$ cat config.mk
export PLATFORM = sky130hd
export DESIGN_NAME = serial_add_ctrl
export DESIGN_NICKNAME = d
export VERILOG_FILES = /design/src/rtl/serial_add_pkg.sv /design/src/rtl/full_adder_bit.sv /design/src/rtl/half_adder.sv /design/src/rtl/serial_add_ctrl.sv
export SDC_FILE = /design/constraint.sdc
export NUM_CORES = 1
export LEC_CHECK = 0
export BUFFER_PORTS_ARGS = -buffer_cell sky130_fd_sc_hd__buf_2
export CAP_MARGIN = 20
export CORE_ASPECT_RATIO = 0.6
export CORE_MARGIN = 5
export CORE_UTILIZATION = 35
export CTS_CLUSTER_SIZE = 20
export DETAILED_ROUTE_END_ITERATION = 7
export PLACE_DENSITY = 0.55
export SLEW_MARGIN = 15
export SYNTH_ARGS = -nofsm -noshare
export SYNTH_HDL_FRONTEND = slang
export SYNTH_SLANG_ARGS = --single-unit
$ cat constraint.sdc
create_clock -name clk -period 1.7 [get_ports clk]
set_input_delay 0.085 -clock clk [delete_from_list [all_inputs] [get_ports clk]]
set_output_delay 0.085 -clock clk [all_outputs]
set_load 0.05 [all_outputs]
$ cat src/rtl/serial_add_pkg.sv
// Shared types and constants for the bit-serial adder controller.
package serial_add_pkg;

    typedef enum logic [1:0] {
        IDLE = 2'b00,
        RUN  = 2'b01,
        DONE = 2'b10
    } state_t;

    localparam int MIN_WIDTH = 2;
    localparam int MAX_WIDTH = 32;

    function automatic bit width_ok(input int w);
        return (w >= MIN_WIDTH) && (w <= MAX_WIDTH);
    endfunction

endpackage

$ cat src/rtl/full_adder_bit.sv
// One-bit full adder built from two half adders; the only arithmetic
// in the serial adder, reused for every bit position.
module full_adder_bit (
    input  logic a,
    input  logic b,
    input  logic ci,
    output logic s,
    output logic co
);

    logic s0;
    logic c0;
    logic c1;

    half_adder u_h0 (a, b, s0, c0);
    half_adder u_h1 (s0, ci, s, c1);

    assign co = c0 | c1;

endmodule

$ cat src/rtl/half_adder.sv
// One-bit half adder, building block of the shared full-adder cell.
module half_adder (
    input  logic a,
    input  logic b,
    output logic s,
    output logic co
);

    assign s  = a ^ b;
    assign co = a & b;

endmodule

$ cat src/rtl/serial_add_ctrl.sv
// Bit-serial WIDTH-bit adder: operands accepted on a valid/ready handshake,
// summed LSB-first through one full-adder cell, result held until taken.
module serial_add_ctrl
    import serial_add_pkg::*;
#(
    parameter int WIDTH = 8
) (
    input  logic             clk,
    input  logic             rst_n,
    input  logic             in_valid,
    output logic             in_ready,
    input  logic [WIDTH-1:0] a,
    input  logic [WIDTH-1:0] b,
    output logic             out_valid,
    input  logic             out_ready,
    output logic [WIDTH-1:0] sum,
    output logic             cout,
    output logic             busy
);

    localparam int CW = $clog2(WIDTH);
    localparam logic [CW-1:0] LAST = CW'(WIDTH - 1);

    if (!width_ok(WIDTH)) begin : g_bad_width
        $error("serial_add_ctrl: WIDTH out of range");
    end

    state_t           state;
    logic [WIDTH-1:0] sh_a;
    logic [WIDTH-1:0] sh_b;
    logic             carry;
    logic [CW-1:0]    cnt;
    logic             cell_s;
    logic             cell_c;

    full_adder_bit u_fa (
        .a  (sh_a[0]),
        .b  (sh_b[0]),
        .ci (carry),
        .s  (cell_s),
        .co (cell_c)
    );

    // The unused encoding 2'b11 behaves as IDLE everywhere.
    assign busy      = (state == RUN);
    assign out_valid = (state == DONE);
    assign in_ready  = (state != RUN) && (state != DONE);

    always_ff @(posedge clk or negedge rst_n) begin
        if (!rst_n) begin
            state <= IDLE;
            sh_a  <= '0;
            sh_b  <= '0;
            carry <= 1'b0;
            cnt   <= '0;
            sum   <= '0;
            cout  <= 1'b0;
        end else begin
            case (state)
                RUN: begin
                    sh_a  <= sh_a >> 1;
                    sh_b  <= sh_b >> 1;
                    sum   <= {cell_s, sum[WIDTH-1:1]};
                    carry <= cell_c;
                    cnt   <= cnt + CW'(1);
                    if (cnt == LAST) begin
                        cout  <= cell_c;
                        state <= DONE;
                    end
                end
                DONE: begin
                    if (out_ready) begin
                        state <= IDLE;
                    end
                end
                default: begin
                    if (in_valid) begin
                        sh_a  <= a;
                        sh_b  <= b;
                        carry <= 1'b0;
                        cnt   <= '0;
                        sum   <= '0;
                        state <= RUN;
                    end
                end
            endcase
        end
    end

endmodule

# == Yosys cells after proc, flatten, opt, wreduce, memory -nomap -nowiden ==
# Index checks and enable logic that the tools add are counted.
# word_totals
register_bits,31
latch_bits,0
ram_bits,0
mem_bits_ro,0
inputBits,20
word_cells,41
n_memories,0
# classes
add_sub_neg,1
multipliers,0
div,0
n_lt_le_gt_ge,0
n_eq_ne,7
shifts,0
mux,14
bitwise_logic,6
reduce_logical,6
# ops
op,count
$pmux 8 s2,3
$mux 8,3
$mux 2,3
$ne 2x1->1 const B,3
$pmux 3 s2,1
$pmux 2 s2,1
$reduce_and 2->1,2
$add 3x1->3 const B,1
$eq 3x3->1 const B,1
$mux 3,1
$reduce_and 3->1,1
$reduce_bool 3->1,1
$and 1x1->1,2
$eq 2x1->1 const B,1
$eq 2x2->1 const B,1
$ne 2x2->1 const B,1
$pmux 1 s2,1
$reduce_bool 2->1,1
$xor 1x1->1,2
$logic_and 1x1->1,1
$mux 1,1
$not 1->1,1
$or 1x1->1,1

# == Depth between registers and ports, before layout ==
# logic_depth
ltp_word,4
mapped_depth,7
ltp_nobuf,5

# == Modules after synthesis ==
# Synthesis repeated with hierarchy kept, for this count alone.
# unflattened
hier_cells,118
hier_area_um2,1410.1
# by_module_without_submodules
module,n_inst,cells_per_inst,area_each_um2
serial_add_ctrl,1,115,1378.8
half_adder,2,1,12.5
full_adder_bit,1,1,6.3

# == Least setup slack after synthesis ==
# No wires, ideal clock.
# synth_timing
path_type,register -> register
start,reg state[1]
end,reg state[0]
setup_ns,0.125
arrival_time_ns,1.726
t_required_ns,1.575
setup_slack_ns,-0.150
path_stages_with_launch,6
n_path_buf,0
cell_sequence,dfrtp_1 inv_1 ha_1 nor3_1 a221oi_2 mux2_2
# synth_between
elab_chain_len,3
# synth_rtl
element,line_no,rtl
"start, declared",serial_add_ctrl.sv:28,state_t state;
"start signal, assigned",serial_add_ctrl.sv:51,state <= IDLE;
"start signal, assigned",serial_add_ctrl.sv:68,state <= DONE;
"start signal, assigned",serial_add_ctrl.sv:73,state <= IDLE;
$eq 2x1->1 *,--,
named net busy,serial_add_ctrl.sv:18,output logic busy
$ne 2x1->1 (no line) or $reduce_bool 3->1 (tied branches),--,
$reduce_and 3->1 (no line),--,
# Mark *: on every way through the listed nets, which the timed path passes. The rest lies on a longest branch.
# A chain may end at the register's enable or synchronous reset.

# == Worst setup path in the final report ==
# layout_timing
start,reg state[1]
end,out busy
# layout_between
elab_chain_len,1
# layout_rtl
element,line_no,rtl
$eq 2x1->1,serial_add_ctrl.sv:45,assign busy = (state == RUN);
"end, declared",serial_add_ctrl.sv:18,
# Every way passes these cells.

==> results.md <==
- Final worst path period need: 1.60 ns
- Status: finished clean
- CTS max path bufs: 2
- CTS clk-pin slew, worst paths: 0.06 ns
- CTS tree: built
- Row count: 17
- Largest area contributor in the netlist: dfrtp_1
- DIE AREA: 5460 um2
- Max VDD drop: 0.697 mV
- Tightest Pin Transition: ~0.7 ns
- Synthesized instance count: 124
- Pre-antenna DRT Iters: 4
- Fmax: between 0.6 and 0.7 GHz
- Num ports: 32
- Largest fanout on the critical path: 10
- Drt drc: 0
- Number of global-route vias before repair: 1084
- Setup Total Neg Slack: 0 ns
- Total CTS buffers: 5
- Max Transition Viols Final: 0
- Ant. Diodes: 0
- GR Overflow Total: 0
- RSZ-0062 raised after global routing: false
- Fin cells: 207
- Total power: 3.37 mW
- Antenna-violating nets left: 0
- CORE AREA: 3790 um2
- Total Wirelength: ~2800 um
- CTS H-tree lvls: 2
- Net Count, Synth: 150
- First-pass GRT wire length: 4970 um
- Initial antenna violation count: 0
- Register area share after synthesis: 54.7%
- I/O Buffers: 31
- Final hold vios: 0
- Clk_skew: about 0.0043 ns
- GP Congestion: 0.729
- Top Layer Used: met4
- Warnings from Yosys: 0
- Nature of the critical path startpoint: flop
- Setup violations, final: 0
- Clk root buf: clkbuf_8
- Tot GR Track Use: 12.0%
- Pwr Density: 1970 nW/um2
- WL/cell: between 10 and 15 um
- Period utilisation layout: 94.2%
- Worst Path Required: 1.62 ns
- Area growth from synthesis to layout: 20.8%
- Setup Crit Path Kind: flop to output pin
- Die Span Y: 59.3 um
- Worst EP arrival: 1.52 ns
- Crit end category: output pin
- Synth top area share: a little over half
- Filler Cells Inserted: 381
- Mapped Avg Cell Area: 11.4 um2
- Via Count: 996
- P_leak: 0.865 nW
- Post-synthesis cell area: 1420 um2
- Dpl cells: ~200
- Wl on met1: between 1000 and 1500 um
- Flops & latches, synth: 31
- Final nets: 186
- Initial core utilization: 37.4%
- Top cells by area, synth: dfrtp_1 (55%), mux2i_1 (9.9%), o21ai_0 (6.0%), a22o_1 (5.6%), nand2_1 (5.3%)
- Die width: a little over 90 um
- Routed met3 length: ~160 um
- Layout cells sized above 1: 30.0%
- Met2 WL: 1250 um
- Max-slew headroom: 54.4%
- Via/cell ratio: 4.81
- DP Wirelength: 2060 um
- Distinct cells, synth: 22
- Worst skew pair latency: around 0.28 ns
- Largest net degree at the start of global routing: 32
- Max-Cap Viols: 0
- Sink Count: 31
- Initial drt markers: 29
- Hold/Removal Path Class: input pin to flop
-- metal layers --
metal	vias up	global-route usage (%)
met5	-	0
met4	0	6.34
met3	5	4.70
met2	21	19.1
met1	477	14.2
li1	493	-
-- registers in the layout, indices dropped and copies added (netlist names) --
signal,cells
sh_a,8
cout,1
carry,1
cnt,3
sh_b,8
state,2
sum,8
-- Yosys cell counts (all sizes together) --
master,number
a21o,1
a221oi,1
a22o,9
buf,6
clkbuf,1
dfrtp,31
fa,1
ha,5
inv,7
mux2,2
mux2i,14
nand2,20
nand2b,3
nor2,1
nor2b,1
nor3,1
o21ai,19
o21bai,1
-- worst max-delay path, cell delays in order (launching register included) --
cell and delay [ns]:
dfrtp_1 0.40, inv_1 0.10, ha_2 0.25, buf_4 0.22, clkbuf_4 0.26
-- stage by stage --
step	utilization [%]	cell area (um2)	setup slack, ns	hold slack, ns
finish	45.2	1710	0.0993	0.0692
CTS	45.2	1710	0.0329	0.0613
global placement	42.6	1610	0.232	0.156
global route	45.2	1710	0.0125	0.0914
detailed placement	42.6	1610	0.128	0.175
floorplan	-	1420	0.0534	-0.211
-- power breakdown --
part	switching (mW)	leakage, nW	internal (mW)
sequential	0.178	0.399	1.04
combinational	0.983	0.420	0.590
clock	0.264	0.0470	0.317
-- area by class of cell --
| cell class | instances | area, um2 | share of cell area (%) |
|---|---|---|---|
| Inverter | 7 | 26.3 | 1.53 |
| Clock inverter | 1 | 5.00 | 0.292 |
| Tap cell | 47 | 58.8 | 3.43 |
| Timing Repair Buffer | 36 | 198 | 11.5 |
| Sequential cell | 31 | 776 | 45.3 |
| Multi-Input combinational cell | 79 | 567 | 33.1 |
| Clock buffer | 6 | 82.6 | 4.82 |
-- layout by cell type (no fill, tap or decap) --
cell           count
ha_1               3
nand2_1           20
a21o_1             1
buf_4              4
buf_2             30
inv_1              7
a22o_1             9
nor2b_1            1
clkbuf_8           6
o21ai_0           17
ha_2               2
nand2b_1           3
o21bai_2           1
nor2_1             1
dfrtp_1           31
fa_1               1
mux2_2             2
a221oi_2           1
nor3_1             1
o21ai_1            2
clkbuf_4           1
dlygate4sd3_1      1
mux2i_1           14
clkinv_2           1
-- cells by family (layout without fill, tap and decap cells) --
logic type	count (synthesis)	in the layout	share of synthesized area (%)
AO/OA/AOI/OAI	31	31	14.7
adder cells (fa/ha/maj)	6	6	5.83
buffers and inverters	14	50	5.65
flip-flops	31	31	54.7
multiplexers	16	16	11.5
AND/OR/NAND/NOR	26	26	7.68
-- final timing paths --
path,from,endpoint,slack [ns],depth (start not counted)
hold reg to reg,cout,cout,0.47,1
setup / recovery,state[1],busy,0.1,4
min in group asynchronous,rst_n,sh_b[2],0.38,2
setup reg to reg,state[1],sum[2],0.14,4
max in group asynchronous,rst_n,sum[4],0.87,2
hold / removal,a[7],sh_a[7],0.07,3
-- what timing repair did --
item                                    CTS  global route
resized for setup                         0             1
setup buffers                             0             0
hold endpoints to repair                 31             0
endpoints found under the setup margin    0             1
hold buffers                              1             0
Note: power is estimated with default switching activity, not from simulation.
